`src/rtl/alg_amba_vip_delay_stats_report_if.sv`:
```
// Report-side bundle between the delay-stats stage and the report block.
// The master drives the running counters and the request; the slave produces the report.
interface alg_amba_vip_delay_stats_report_if #(
  parameter int TOTAL_WIDTH = 64,
  parameter int NBREQ_WIDTH = 56,
  parameter int VALUE_WIDTH = 16
);
  logic                   snap_req;
  logic                   clear_on_snap;
  logic [TOTAL_WIDTH-1:0] delay_total;
  logic [NBREQ_WIDTH-1:0] nb_request;
  logic [VALUE_WIDTH-1:0] max_value_req;
  logic [VALUE_WIDTH-1:0] min_value_req;
  logic [3:0]             err_in;
  logic                   cnt_rst;
  logic                   snap_busy;
  logic                   snap_done;
  logic [TOTAL_WIDTH-1:0] snap_total;
  logic [NBREQ_WIDTH-1:0] snap_nbreq;
  logic [VALUE_WIDTH-1:0] snap_max;
  logic [VALUE_WIDTH-1:0] snap_min;
  logic [3:0]             snap_err;
  logic [TOTAL_WIDTH-1:0] avg_delay;
  logic [NBREQ_WIDTH-1:0] avg_rem;
  logic                   div_by_zero;
  logic                   snap_dropped;

  modport master (
    output snap_req, clear_on_snap, delay_total, nb_request,
           max_value_req, min_value_req, err_in,
    input  cnt_rst, snap_busy, snap_done, snap_total, snap_nbreq, snap_max,
           snap_min, snap_err, avg_delay, avg_rem, div_by_zero, snap_dropped
  );

  modport slave (
    input  snap_req, clear_on_snap, delay_total, nb_request,
           max_value_req, min_value_req, err_in,
    output cnt_rst, snap_busy, snap_done, snap_total, snap_nbreq, snap_max,
           snap_min, snap_err, avg_delay, avg_rem, div_by_zero, snap_dropped
  );
endinterface

```
`src/rtl/alg_amba_vip_delay_stats_report.sv`:
```
// Snapshots the running delay statistics on request and derives the average
// latency with a one-bit-per-cycle restoring divider.
module alg_amba_vip_delay_stats_report #(
  parameter int TOTAL_WIDTH = 64,
  parameter int NBREQ_WIDTH = 56,
  parameter int VALUE_WIDTH = 16
) (
  input  logic clk,
  input  logic rstn,
  alg_amba_vip_delay_stats_report_if.slave bus
);
  localparam int CW = (TOTAL_WIDTH > 1) ? $clog2(TOTAL_WIDTH) : 1;

  typedef enum logic [1:0] {IDLE, DIVIDE, DONE} state_e;

  state_e                 state_q;
  logic [CW-1:0]          cnt_q;
  logic [TOTAL_WIDTH-1:0] snap_total_q;
  logic [NBREQ_WIDTH-1:0] snap_nbreq_q;
  logic [VALUE_WIDTH-1:0] snap_max_q;
  logic [VALUE_WIDTH-1:0] snap_min_q;
  logic [3:0]             snap_err_q;
  logic [TOTAL_WIDTH-1:0] quot_q, quot_d;
  logic [NBREQ_WIDTH-1:0] rem_q, rem_d;
  logic                   dbz_q, dropped_q, busy_q, done_q;
  logic                   accept;

  // Partial remainder is one bit wider than the divisor so the trial compare never overflows.
  logic [NBREQ_WIDTH:0]   trial, diff;
  logic                   ge;

  assign accept = bus.snap_req && (state_q == IDLE);

  always_comb begin
    trial  = {rem_q, quot_q[TOTAL_WIDTH-1]};
    diff   = trial - {1'b0, snap_nbreq_q};
    ge     = (trial >= {1'b0, snap_nbreq_q});
    rem_d  = ge ? diff[NBREQ_WIDTH-1:0] : trial[NBREQ_WIDTH-1:0];
    quot_d = {quot_q[TOTAL_WIDTH-2:0], ge};
  end

  always_ff @(posedge clk or negedge rstn) begin
    if (!rstn) begin
      state_q      <= IDLE;
      cnt_q        <= '0;
      snap_total_q <= '0;
      snap_nbreq_q <= '0;
      snap_max_q   <= '0;
      snap_min_q   <= '0;
      snap_err_q   <= '0;
      quot_q       <= '0;
      rem_q        <= '0;
      dbz_q        <= 1'b0;
      dropped_q    <= 1'b0;
      busy_q       <= 1'b0;
      done_q       <= 1'b0;
    end else begin
      if (bus.snap_req && state_q != IDLE) dropped_q <= 1'b1;
      unique case (state_q)
        IDLE: begin
          busy_q <= 1'b0;
          done_q <= 1'b0;
          if (accept) begin
            snap_total_q <= bus.delay_total;
            snap_nbreq_q <= bus.nb_request;
            snap_max_q   <= bus.max_value_req;
            snap_err_q   <= bus.err_in;
            dropped_q    <= 1'b0;
            busy_q       <= 1'b1;
            rem_q        <= '0;
            cnt_q        <= CW'(TOTAL_WIDTH - 1);
            if (bus.nb_request == '0) begin
              // Empty window: report zeros instead of a meaningless min and quotient.
              snap_min_q <= '0;
              quot_q     <= '0;
              dbz_q      <= 1'b1;
              done_q     <= 1'b1;
              state_q    <= DONE;
            end else begin
              snap_min_q <= bus.min_value_req;
              quot_q     <= bus.delay_total;
              dbz_q      <= 1'b0;
              state_q    <= DIVIDE;
            end
          end
        end
        DIVIDE: begin
          quot_q <= quot_d;
          rem_q  <= rem_d;
          cnt_q  <= cnt_q - 1'b1;
          if (cnt_q == '0) begin
            done_q  <= 1'b1;
            state_q <= DONE;
          end
        end
        DONE: begin
          done_q  <= 1'b0;
          busy_q  <= 1'b0;
          state_q <= IDLE;
        end
        default: state_q <= IDLE;
      endcase
    end
  end

  // Counter clear shares the capture edge so no request is both reported and retained.
  assign bus.cnt_rst      = accept && bus.clear_on_snap;
  assign bus.snap_busy    = busy_q;
  assign bus.snap_done    = done_q;
  assign bus.snap_total   = snap_total_q;
  assign bus.snap_nbreq   = snap_nbreq_q;
  assign bus.snap_max     = snap_max_q;
  assign bus.snap_min     = snap_min_q;
  assign bus.snap_err     = snap_err_q;
  assign bus.avg_delay    = quot_q;
  assign bus.avg_rem      = rem_q;
  assign bus.div_by_zero  = dbz_q;
  assign bus.snap_dropped = dropped_q;
endmodule

```
`src/flat_wrapper.sv`:
```
// flat-port wrapper written by rule: the top's interface ports become plain ports
module alg_amba_vip_delay_stats_report_flat 
#(
  parameter int TOTAL_WIDTH = 64,
  parameter int NBREQ_WIDTH = 56,
  parameter int VALUE_WIDTH = 16
)
  (clk, rstn, bus_snap_req, bus_clear_on_snap, bus_delay_total, bus_nb_request, bus_max_value_req, bus_min_value_req, bus_err_in, bus_cnt_rst, bus_snap_busy, bus_snap_done, bus_snap_total, bus_snap_nbreq, bus_snap_max, bus_snap_min, bus_snap_err, bus_avg_delay, bus_avg_rem, bus_div_by_zero, bus_snap_dropped);
  alg_amba_vip_delay_stats_report_if #(.TOTAL_WIDTH(TOTAL_WIDTH), .NBREQ_WIDTH(NBREQ_WIDTH), .VALUE_WIDTH(VALUE_WIDTH)) bus_i ();
  input  logic clk;
  input  logic rstn;
  input wire logic [$bits(bus_i.snap_req)-1:0] bus_snap_req;
  input wire logic [$bits(bus_i.clear_on_snap)-1:0] bus_clear_on_snap;
  input wire logic [$bits(bus_i.delay_total)-1:0] bus_delay_total;
  input wire logic [$bits(bus_i.nb_request)-1:0] bus_nb_request;
  input wire logic [$bits(bus_i.max_value_req)-1:0] bus_max_value_req;
  input wire logic [$bits(bus_i.min_value_req)-1:0] bus_min_value_req;
  input wire logic [$bits(bus_i.err_in)-1:0] bus_err_in;
  output wire logic [$bits(bus_i.cnt_rst)-1:0] bus_cnt_rst;
  output wire logic [$bits(bus_i.snap_busy)-1:0] bus_snap_busy;
  output wire logic [$bits(bus_i.snap_done)-1:0] bus_snap_done;
  output wire logic [$bits(bus_i.snap_total)-1:0] bus_snap_total;
  output wire logic [$bits(bus_i.snap_nbreq)-1:0] bus_snap_nbreq;
  output wire logic [$bits(bus_i.snap_max)-1:0] bus_snap_max;
  output wire logic [$bits(bus_i.snap_min)-1:0] bus_snap_min;
  output wire logic [$bits(bus_i.snap_err)-1:0] bus_snap_err;
  output wire logic [$bits(bus_i.avg_delay)-1:0] bus_avg_delay;
  output wire logic [$bits(bus_i.avg_rem)-1:0] bus_avg_rem;
  output wire logic [$bits(bus_i.div_by_zero)-1:0] bus_div_by_zero;
  output wire logic [$bits(bus_i.snap_dropped)-1:0] bus_snap_dropped;
  assign bus_i.snap_req = bus_snap_req;
  assign bus_i.clear_on_snap = bus_clear_on_snap;
  assign bus_i.delay_total = bus_delay_total;
  assign bus_i.nb_request = bus_nb_request;
  assign bus_i.max_value_req = bus_max_value_req;
  assign bus_i.min_value_req = bus_min_value_req;
  assign bus_i.err_in = bus_err_in;
  assign bus_cnt_rst = bus_i.cnt_rst;
  assign bus_snap_busy = bus_i.snap_busy;
  assign bus_snap_done = bus_i.snap_done;
  assign bus_snap_total = bus_i.snap_total;
  assign bus_snap_nbreq = bus_i.snap_nbreq;
  assign bus_snap_max = bus_i.snap_max;
  assign bus_snap_min = bus_i.snap_min;
  assign bus_snap_err = bus_i.snap_err;
  assign bus_avg_delay = bus_i.avg_delay;
  assign bus_avg_rem = bus_i.avg_rem;
  assign bus_div_by_zero = bus_i.div_by_zero;
  assign bus_snap_dropped = bus_i.snap_dropped;
  alg_amba_vip_delay_stats_report #(.TOTAL_WIDTH(TOTAL_WIDTH), .NBREQ_WIDTH(NBREQ_WIDTH), .VALUE_WIDTH(VALUE_WIDTH)) u_core (.clk(clk), .rstn(rstn), .bus(bus_i));
endmodule
```
`config.mk`:
```
export PLATFORM = sky130hd
export DESIGN_NAME = alg_amba_vip_delay_stats_report_flat
export DESIGN_NICKNAME = d
export VERILOG_FILES = /design/src/rtl/alg_amba_vip_delay_stats_report_if.sv /design/src/rtl/alg_amba_vip_delay_stats_report.sv /design/src/flat_wrapper.sv
export SDC_FILE = /design/constraint.sdc
export NUM_CORES = 1
export LEC_CHECK = 0
export BUFFER_PORTS_ARGS = -buffer_cell sky130_fd_sc_hd__buf_2
export CORE_MARGIN = 2
export CORE_UTILIZATION = 30
export CTS_CLUSTER_DIAMETER = 40
export DETAILED_ROUTE_END_ITERATION = 10
export GPL_TIMING_DRIVEN = 0
export HOLD_SLACK_MARGIN = 0.15
export SYNTH_ARGS = -nofsm -noshare
export SYNTH_HDL_FRONTEND = slang
export SYNTH_SLANG_ARGS = --single-unit
```
`constraint.sdc`:
```
create_clock -name clk -period 3.41 [get_ports clk]
set_input_delay 0.682 -clock clk [delete_from_list [all_inputs] [get_ports clk]]
set_output_delay 0.682 -clock clk [all_outputs]
set_load 0.05 [all_outputs]
```
-- After elaboration in Yosys (flattened, before gate mapping)
Cells that the tools add are included.
- order comparisons: 1
- muxes and demuxes: 22
- reduce and logical (&&, ||, !) cells: 14
- eq/ne operators: 4
- add/subtract/negate cells: 2
- operators with widths (kind ; number):
    $mux 64 ; 2
    $pmux 64 s2 ; 1
    $mux 56 ; 2
    $pmux 56 s2 ; 1
    $ge 57x56->1 ; 1
    $logic_not 56->1 ; 1
    $sub 56x56->56 ; 1
    $mux 16 ; 1
    $pmux 6 s2 ; 1
    $reduce_and 2->1 ; 4
    $mux 1 ; 7
    $logic_not 6->1 ; 1
    $mux 2 ; 3
    $mux 6 ; 1
    $reduce_bool 2->1 ; 3
    $sub 6x1->6 const B ; 1
    $ne 2x1->1 const B ; 2
    $pmux 2 s2 ; 1
    $logic_and 1x1->1 ; 3
    $pmux 1 s3 ; 1
    $reduce_bool 3->1 ; 1
    $eq 2x1->1 const B ; 1
    $eq 2x2->1 const B ; 1
    $logic_not 2->1 ; 1
    $pmux 1 s2 ; 1
- bits of input ports: 160
- flip-flop bits (word level): 288
- output and inout bits: 281

-- Logic depth before layout (Yosys ltp)
Gate-level depths: netlist (run 1).
- word-level depth: 5
- gate-level depth with buffers: 14
- mapped depth without buffers: 13

-- Least setup slack after synthesis (run 1)
OpenSTA, ideal clock, no wires.
- path kind: register -> register
- start: reg u_core.snap_nbreq_q[21] (netlist: u_core.bus.snap_nbreq[21])
- end: reg u_core.rem_q[26] (netlist: u_core.bus.avg_rem[26])
- path buffers: 2
- cell stages (with the launch flop): 14
- slack: -20 ps
- data arrival time: 3298 ps
- library setup time: 132 ps
- period minus slack after synthesis: 3430 ps
- cell sequence: dfrtp_1 > inv_1 > ha_1 > buf_2 > nand4_1 > or3_1 > or4_1 > nor3_1 > a211oi_1 > a21o_1 > o21ai_4 > buf_4 > mux2i_1 > o21ai_1
- word-level cells in the longest chain between the ends: 3
- RTL lines (element ; RTL line ; RTL):
    from (decl) ; alg_amba_vip_delay_stats_report.sv:19 ; logic [NBREQ_WIDTH-1:0] snap_nbreq_q;
    from (signal assigned) ; alg_amba_vip_delay_stats_report.sv:65 ; snap_nbreq_q <= bus.nb_request;
    $sub 56x56->56 or $ge 57x56->1 (tied branches) ; alg_amba_vip_delay_stats_report.sv:36, alg_amba_vip_delay_stats_report.sv:37 ;
    $mux 56 * ; alg_amba_vip_delay_stats_report.sv:38 ; rem_d = ge ? diff[NBREQ_WIDTH-1:0] : trial[NBREQ_WIDTH-1:0];
    $pmux 56 s2 * ; alg_amba_vip_delay_stats_report.sv:59 ; unique case (state_q)
    to (signal assigned) ; alg_amba_vip_delay_stats_report.sv:89 ; rem_q <= rem_d;
    to (decl) ; alg_amba_vip_delay_stats_report.sv:24 ; logic [NBREQ_WIDTH-1:0] rem_q, rem_d;
Mark *: on every way between the ends. The rest lies on a longest branch, timed or not.
A chain may end at the register's enable or synchronous reset.

-- Worst setup path after layout (run 1)
- start: reg u_core.snap_nbreq_q[0] (netlist: u_core.bus.snap_nbreq[0])
- end: reg u_core.rem_q[50] (netlist: u_core.bus.avg_rem[50])
Same word-level chain as after synthesis.

==> results.cfg, run 1 <==
[timing]
slew_headroom = 0.2608
whs_ns = 0.2655
maxSlewViolCount = 0
fmax_mhz = 297.3
finalCriticalPeriod_ns = 3.363
fin_ws_ns = 0.04664
fin_tns_setup_ns = 0
skew_ns = 0.04889
grt_setup_unrepaired = true
finalHoldViolations = 0
finalCritPeriodShare = 0.9863
setup_violations = 0
max_slew.worst_pin.slew_ns = 1.099

[global_routing]
gr-total-overflow = 0
grt_pass1_vias = 15740
antenna_found_initial = 6
grt_pass1_wl_um = 93450
grt_max_degree = 100
track_usage = 0.2255

[clock_network]
clk_pin_slew_worst_paths_ns = 0.06
htreeDepth = 2
cts_num_sinks = 288
cts_root_buffer = clkbuf_16
cts_buffers = 49
clk_path_buf_depth = 3
clk_latency_ns = 0.61
cts_tree = yes

[synth]
yosysSeqAreaShare = 0.4625
ys_types = 57
synth-edff-count = 0
synth_ff_type = dfrtp_1
syn-cell-area_um2 = 15580
synth-async-reset-ratio = 1.000
yosysWarnings = 0
synth_area_per_cell_um2 = 8.346
synth_fp_nets = 2090
ys_ff_latch = 288
synthCells = 1867

[place]
portBuffers = 440
pre_cts_slack_ns = -0.9153
place_congestion = 0.9489
place_hpwl_um = 48710
post_dp_cell_area_um2 = 18750

[route]
detail-route-antenna-nets = 0
vias = 15710
via_per_inst = 5.046
drt-total-wl_um = 62810
drtPass1Iterations = 5
post_drt_wl_per_cell_um = 20.18
drtIter0Drc = 1075
drc = 0

[critical_path]
worst_setup_path_start_kind = flip-flop
critical_path.max_fanout = 3
regToRegStartpoint = u_core.bus.snap_nbreq[0]
r2r-end = u_core.bus.avg_rem[50]
worst_setup_path_end_kind = flip-flop
worst-setup-path-type = flip-flop to flip-flop
r2r.worst_path.cells = 12
r2r_slack_ns = 0.05
cp.required_ns = 3.90
crit_arrival_ns = 3.85

[pwr]
power_mw = 23.12
powerDensity_nw_per_um2 = 1093
ir_drop_mv = 0.8043
leakagePower_nw = 10.47

[layout]
finish.net_count = 2614
final_cell_area_um2 = 21150
seq_area_um2 = 7211
synthToLayoutAreaGrowth_pct = 35.74
multi_input_area_um2 = 7874
fillers = 5261
layout-drive-gt1-share = 0.2587

[run_status]
outcome = finished clean

[die]
start_util = 0.3037
die_w_um = 231.9
fp.dieH_um = 231.9
dieArea_um2 = 53780
pin_count = 441
core-area_um2 = 51300
core.rowCount = 83

[hold_path]
min_to = u_core.bus.snap_max[8]
hold_depth = 3
hp-class = primary input to flip-flop
hp-start = bus_max_value_req[8]

[run]
cap_violations = 0
worst max-delay path by stage:
stage                                   start                   endpoint  slack, ns  cells after the start
floorplan           u_core.bus.snap_nbreq[26]     u_core.bus.avg_rem[26]      0.002                     13
global placement                         rstn  u_core.bus.snap_nbreq[21]      -4.38                      1
detailed placement         bus_nb_request[14]   u_core.bus.avg_delay[63]      -0.92                      9
CTS                    u_core.bus.avg_rem[24]     u_core.bus.avg_rem[50]       0.02                     14
global route        u_core.bus.snap_nbreq[38]     u_core.bus.avg_rem[52]      -0.04                     14
finish               u_core.bus.snap_nbreq[0]     u_core.bus.avg_rem[50]       0.05                     12
stage by stage:
step                      std cells    util
after floorplan                1867       -
after detailed placement       2992  0.3655
after CTS                      3086  0.4029
after global routing           3112  0.4122
after global placement         2987  0.3633
final                          3113  0.4123
cell usage in the layout (no fill, tap or decap), types with 9 or more instances in the layout:
cell type  netlist  routed
xor2_1          28      28
clkbuf_16        0      51
ha_1            62      56
a21o_1          24      24
a21oi_1        149     146
buf_4            3      25
nor4_1          19      16
xnor2_1         29      29
inv_1           77      76
nand2_1        527     527
nand3_1         15      14
and3_1           9       9
nand2b_1         9       9
clkbuf_1        94      90
nor2_1          48      46
mux2i_1         29      27
nor3_1          13      12
nand4_1         16      16
dfrtp_1        288     285
o21ai_1         42      47
o21ai_0        205     198
a31oi_1         11      11
inv_6            0      13
buf_2           10     439
nor3b_1         63      63
state kept, by name (all words and copies together), names as in the netlist, 2 cells and up, named ones only:
signal                 count
u_core.bus.snap_nbreq     56
u_core.bus.snap_max       16
u_core.bus.snap_err        4
u_core.bus.avg_delay      64
u_core.bus.avg_rem        56
u_core.state_q             2
u_core.bus.snap_min       16
u_core.bus.snap_total     64
u_core.cnt_q               6
area by class of cell:
type,count,area share
Buffer,110,0.02668
Antenna cell,2,0.0002366
Inverter,77,0.01367
Multi-Input combinational cell,1391,0.3723
Timing Repair Buffer,474,0.1224
Tap cell,680,0.04023
Sequential cell,288,0.3409
Clock inverter,39,0.02414
Clock buffer,52,0.05945
power breakdown:
group | leakage (nW) | internal, mW | total, mW | switching [mW]
combinational | 5.99 | 2.85 | 12.2 | 9.34
clock | 0.849 | 3.24 | 5.28 | 2.04
sequential | 3.63 | 4.75 | 5.65 | 0.896
cells in the mapped netlist, types with 9 or more instances:
master | number | share of area
dfrtp_1 | 288 | 0.46
nor3_1 | 13 | 0.0042
clkbuf_1 | 94 | 0.023
nand2_1 | 527 | 0.13
nand2b_1 | 9 | 0.0036
a31oi_1 | 11 | 0.0044
a21o_1 | 24 | 0.012
nand4_1 | 16 | 0.0064
nor2_1 | 48 | 0.012
a211oi_1 | 11 | 0.0053
inv_1 | 77 | 0.019
and3_1 | 9 | 0.0036
nand3_1 | 15 | 0.0048
o21ai_0 | 205 | 0.066
buf_2 | 10 | 0.0032
mux2i_1 | 29 | 0.019
ha_1 | 62 | 0.050
xor2_1 | 28 | 0.016
nor3b_1 | 63 | 0.030
o21ai_1 | 42 | 0.013
xnor2_1 | 29 | 0.016
nor4_1 | 19 | 0.0076
a21oi_1 | 149 | 0.048
worst max-delay path, stage by stage (launching register included):
cell,delay (ns)
dfrtp_1,0.48
ha_1,0.26
fa_1,0.42
nand2b_1,0.20
a211oi_2,0.28
o211ai_1,0.23
nand2_1,0.18
a221oi_2,0.12
o211ai_1,0.28
nand2_1,0.17
o21ai_1,0.23
mux2i_1,0.12
a221o_1,0.29
repair_timing:
action | CTS | global route
endpoints found under the hold margin | 38 | 0
endpoints found under the setup margin | 137 | 60
hold buffers | 1 | 0
gates cloned | 0 | 2
gates resized for setup | 31 | 64
pin swaps | 3 | 3
buffers inserted | 3 | 23
routing by layer:
metal,vias to the layer above,GRT usage,routed length (um)
met3,115,0.05599,4703
met4,10,0.08313,2084
met5,-,0,52
met1,7573,0.2764,25750
met2,586,0.3823,30210
li1,7423,-,-
logic make-up (layout without fill, tap and decap cells):
group                      count (synthesis)  after routing  share of synthesized area
other                                      0              2                          0
muxes                                     30             30                    0.01935
AOI/OAI and AO/OA                        496            496                     0.1777
and+or+nand+nor                          745            745                     0.2103
xor gates and xnor gates                  57             57                    0.03204
DFF                                      288            288                     0.4625
buffers and inverters                    188            752                    0.04698
adders and majority gates                 63             63                    0.05107
(Power assumes the default switching activity.)
==> run 2, diff against run 1 <==
Settings changed: BUFFER_PORTS_ARGS -buffer_cell sky130_fd_sc_hd__buf_2 to default, CORE_AREA from default to 2 2 169 171, CORE_MARGIN 2 to default, CORE_UTILIZATION 30 to default, DIE_AREA from default to 0 0 171 173, DONT_BUFFER_PORTS from default to 1, PLACE_DENSITY from default to 0.72.
==> results.cfg, run 2 (same netlist as run 1, synthesis figures left out) <==
[run]
cap_violations = 0

[global_routing]
antenna_found_initial = 1
grt_pass1_wl_um = 81210
gr-total-overflow = 0
grt_pass1_vias = 14360
grt_max_degree = 289
track_usage = 0.3523

[clock_network]
htreeDepth = 2
clk_latency_ns = 0.54
cts_root_buffer = clkbuf_16
cts_buffers = 38
clk_path_buf_depth = 3
cts_num_sinks = 288
clk_pin_slew_worst_paths_ns = 0.06
cts_tree = yes

[die]
fp.dieH_um = 173
dieArea_um2 = 29580
core-area_um2 = 27630
die_w_um = 171
start_util = 0.5639
pin_count = 441
core.rowCount = 61

[run_status]
violations = hold timing, setup timing
outcome = finished, violations left

[pwr]
leakagePower_nw = 8.437
power_mw = 20.75
ir_drop_mv = 0.6894
powerDensity_nw_per_um2 = 1110

[route]
via_per_inst = 6.042
vias = 14300
drt-total-wl_um = 53890
drc = 0
detail-route-antenna-nets = 0
post_drt_wl_per_cell_um = 22.77
drtIter0Drc = 1042
drtPass1Iterations = 6

[place]
pre_cts_slack_ns = -0.8095
portBuffers = 0
place_hpwl_um = 39010
place_congestion = 0.9450

[timing]
fmax_mhz = 283.1
finalCriticalPeriod_ns = 3.532
max_slew.worst_pin.slew_ns = 0.9799
setup_violations = 37
fin_ws_ns = -0.1224
skew_ns = 0.01533
maxSlewViolCount = 0
slew_headroom = 0.3407
finalCritPeriodShare = 1.036
finalHoldViolations = 126
grt_setup_unrepaired = true
whs_ns = -0.1612

[layout]
final_common_cell = nand2_1
layout_common_cells = nand2_1 (516), dfrtp_1 (210), o21ai_0 (178)
layout-drive-gt1-share = 0.1604
finish.net_count = 2183
antenna_cells = 0
synthToLayoutAreaGrowth_pct = 19.95

[critical_path]
crit_path_frequent_cell = buf_12
r2r-end = u_core.bus.avg_rem[6]
cp_top_family = simple AND/OR/NAND/NOR gates
r2r.worst_path.cells = 13
cp_num_buf_inv = 3
worstSetupPathDepth = 13
regToRegStartpoint = u_core.bus.avg_rem[33]
worst_setup_path_start_kind = flip-flop
cp.required_ns = 3.79
endpoint = u_core.bus.avg_rem[6]
worst-setup-path-type = flip-flop to flip-flop
critical_path.max_fanout = 8
crit_slowest_cell = dfrtp_1
crit_arrival_ns = 3.92
cp-startpoint = u_core.bus.avg_rem[33]
max_stage_delay_ns = 0.59
worst_setup_path_end_kind = flip-flop
crit_chain = ha_1, nand2_1, or3_4, or4_4, nor3_4, a211oi_2, a21o_1, o21ai_4, buf_12, buf_6, buf_12, mux2i_2, o21ai_1
r2r_slack_ns = -0.12

[hold_path]
hp-class = primary input to async pin
-- run 2: cell types whose count changed in the layout (fill, tap and decap cells not counted), sizes merged --
cell,delta
dlygate4sd3,-1
inv,-13
clkbuf,-4
nand2,+1
bufinv,-2
clkinvlp,-2
clkinv,-3
diode,-2
buf,-418
-- run 2: metal layers --
metal	vias to the layer above	track usage	part of all wire
met3	131	0.1227	0.11
met2	681	0.6018	0.49
li1	6545	-	-
met4	2	0.1268	0.035
met5	-	0	0.00020
met1	6942	0.4077	0.37
-- run 2: cell type report --
type / count / area, um2
timing repair buffer: 61 / 630.6
inverter: 77 / 291.5
multi-input combinational: 1392 / 8168
tap: 378 / 473.0
clock buffer: 50 / 1036
sequential: 288 / 7305
clock inverter: 19 / 262.8
fill: 2261 / 8940
buffer: 102 / 523.0
-- run 2: what timing repair did --
action	in CTS	in global routing
gates cloned	6	3
endpoints found under the hold margin	288	288
pin swaps	15	12
setup buffers	49	8
setup endpoints to repair	112	94
resized for setup	190	90
-- run 2: how the worst min path moves through the flow --
stage / from / cells after the start / endpoint / slack [ns]
final: rstn / 0 / u_core.bus.avg_rem[25] / -0.16
after floorplan: rstn / 0 / async pin / 0.39
after detailed placement: rstn / 0 / u_core.bus.snap_nbreq[24] / 0.39
after global routing: rstn / 0 / u_core.bus.snap_nbreq[25] / -0.18
after CTS: rstn / 0 / u_core.bus.snap_nbreq[24] / -0.17
after global placement: rstn / 0 / u_core.bus.snap_nbreq[25] / 0.39
-- run 2: metrics by stage --
step / util / hold WS (ns) / instance area, um2 / std cells / setup TNS, ns
floorplan: - / 0.3864 / 15580 / 1867 / 0
global placement: 0.5812 / 0.3944 / 16060 / 2245 / -182.01
detailed placement: 0.5817 / 0.3941 / 16070 / 2246 / -77.53
CTS: 0.6665 / -0.1651 / 18420 / 2367 / -0.7283
global route: 0.6764 / -0.1752 / 18690 / 2367 / -8.022
finish: 0.6764 / -0.1612 / 18690 / 2367 / -1.891
-- run 2: worst reg2reg max path: cells and delay by family (launching register included) --
kind / cells / cell delay (ns)
muxes: 1 / 0.22
adders and majority gates: 1 / 0.48
buffers and inverters: 3 / 0.41
and+or+nand+nor: 4 / 1.09
DFF: 1 / 0.59
AOI/OAI and AO/OA: 4 / 0.59
-- run 2: report_power, final --
part / internal [mW] / switching [mW] / leakage [nW]
clock network: 2.49 / 1.60 / 0.624
logic: 2.14 / 3.92 / 4.29
registers: 4.71 / 5.89 / 3.53
total: 9.34 / 11.4 / 8.44
==> run 3, diff against run 2 <==
Settings changed: CAP_MARGIN from default to 5, CORE_AREA 2 2 169 171 to default, CORE_MARGIN from default to 2, CORE_UTILIZATION from default to 49, DIE_AREA 0 0 171 173 to default, PLACE_DENSITY 0.72 to default.
==> results.cfg, run 3 (same netlist as run 1, synthesis figures left out) <==
[critical_path]
regToRegStartpoint = u_core.bus.snap_nbreq[37]
r2r_slack_ns = -0.1
cp_top_family = simple AND/OR/NAND/NOR gates
crit_path_frequent_cell = buf_12
worst_setup_path_end_kind = flip-flop
worst-setup-path-type = flip-flop to flip-flop
critical_path.max_fanout = 6
crit_chain = inv_2, ha_1, buf_6, nand4_1, or3_4, or4_4, a21oi_1, a211oi_2, a21o_1, o21ai_4, buf_12, buf_8, buf_12, mux2i_1, o21ai_1
cp_num_buf_inv = 5
cp.required_ns = 3.80
worst_setup_path_start_kind = flip-flop
max_stage_delay_ns = 0.53
r2r.worst_path.cells = 15
r2r-end = u_core.bus.avg_rem[26]
crit_slowest_cell = dfrtp_2
crit_arrival_ns = 3.90

[hold_path]
hp-class = primary input to async pin

[place]
portBuffers = 0
place_hpwl_um = 38960
post_dp_cell_area_um2 = 16120
place_congestion = 0.9417
pre_cts_slack_ns = -0.7533

[clock_network]
cts_num_sinks = 288
cts_buffers = 41
htreeDepth = 2
cts_root_buffer = clkbuf_16
clk_pin_slew_worst_paths_ns = 0.06
clk_latency_ns = 0.55
clk_path_buf_depth = 3
cts_tree = yes

[route]
detail-route-antenna-nets = 0
drtIter0Drc = 994
wl_met2_um = 26130
via_per_inst = 5.834
drc = 0
drtPass1Iterations = 6
m1WireLength_um = 20410
drt-total-wl_um = 53120
vias = 13840
post_drt_wl_per_cell_um = 22.38
wl_met3_um = 4942
dr.max_layer_used = met5

[timing]
whs_ns = -0.1608
fin_tns_setup_ns = -2.920
setup_violations = 47
maxSlewViolCount = 0
skew_ns = 0.02345
fmax_mhz = 284.9
finalCritPeriodShare = 1.029
grt_setup_unrepaired = true
finalHoldViolations = 138
finalCriticalPeriod_ns = 3.510
slew_headroom = 0.08249
max_slew.worst_pin.slew_ns = 1.376
fin_ws_ns = -0.09980

[global_routing]
gr-total-overflow = 0
track_usage = 0.3116
grt_pass1_vias = 13960
antenna_found_initial = 1
grt_max_degree = 289
grt_pass1_wl_um = 80160

[layout]
synthToLayoutAreaGrowth_pct = 19.54
final_cell_area_um2 = 18630
seq_area_um2 = 7300
layout-drive-gt1-share = 0.1476
final_common_cell = nand2_1
antenna_cells = 0
final_util = 0.5918
finish.net_count = 2164
multi_input_area_um2 = 8150
fillers = 2878
layout_common_cells = nand2_1 (517), dfrtp_1 (214), o21ai_0 (177)

[pwr]
powerDensity_nw_per_um2 = 1110
ir_drop_mv = 0.6292
leakagePower_nw = 8.313

[run_status]
violations = hold timing, setup timing
outcome = finished, violations left

[run]
cap_violations = 0

[die]
fp.dieH_um = 182.3
core.rowCount = 65
pin_count = 441
die_w_um = 182.3
start_util = 0.4951
core-area_um2 = 31470
dieArea_um2 = 33240
-- run 3: layout make-up --
type                    instances  area share
multi-input cells            1392      0.4376
clock buffers                  50     0.05972
flip-flops and latches        288      0.3919
plain buffers                 102     0.02694
inverters                      77     0.01552
clock inverters                23     0.01444
repair buffers                 39     0.02687
well taps                     402     0.02701
-- run 3: per-stage QoR --
| step | std cells | total power, mW |
|---|---|---|
| floorplan | 1867 | 14.00 |
| CTS | 2366 | 20.57 |
| global placement | 2269 | 15.77 |
| finish | 2373 | 20.67 |
| detailed placement | 2272 | 15.90 |
| global route | 2373 | 21.82 |
-- run 3: worst max-delay path by stage --
| stage | start | to | slack (ns) | cells after the start |
|---|---|---|---|---|
| final | u_core.bus.snap_nbreq[37] | u_core.bus.avg_rem[26] | -0.1 | 15 |
| after global routing | u_core.bus.snap_nbreq[22] | u_core.bus.avg_rem[26] | -0.22 | 14 |
| after CTS | u_core.bus.avg_delay[63] | u_core.bus.avg_rem[54] | -0.08 | 13 |
| after detailed placement | u_core.bus.snap_nbreq[35] | u_core.bus.avg_rem[44] | -0.75 | 13 |
| after global placement | bus_nb_request[14] | u_core.bus.snap_done | -2.15 | 8 |
| after floorplan | u_core.bus.snap_nbreq[26] | u_core.bus.avg_rem[26] | 0.002 | 13 |
-- run 3: worst reg2reg max path, cell delays in order, from the launching register on --
cell and delay (ns):
dfrtp_2 0.53, inv_2 0.07, ha_1 0.29, buf_6 0.10
nand4_1 0.13, or3_4 0.44, or4_4 0.46, a21oi_1 0.18
a211oi_2 0.08, a21o_1 0.22, o21ai_4 0.17, buf_12 0.16
buf_8 0.13, buf_12 0.12, mux2i_1 0.19, o21ai_1 0.08
-- run 3: layer usage --
layer | vias to the layer above | track usage
met2 | 521 | 0.5426
met4 | 2 | 0.1039
li1 | 6520 | -
met5 | - | 0
met1 | 6707 | 0.3653
met3 | 93 | 0.09778
-- run 3: repair_timing --
action / CTS / global route
endpoints found under the setup margin: 111 / 57
pin swaps: 5 / 29
endpoints found under the hold margin: 288 / 288
gates cloned: 5 / 4
setup buffers: 19 / 11
resized for setup: 156 / 118
-- run 3: power breakdown --
part	internal (mW)	leakage (nW)	switching, mW
sequential	4.71	3.53	5.84
combinational	1.99	4.12	3.83
clock	2.66	0.660	1.64
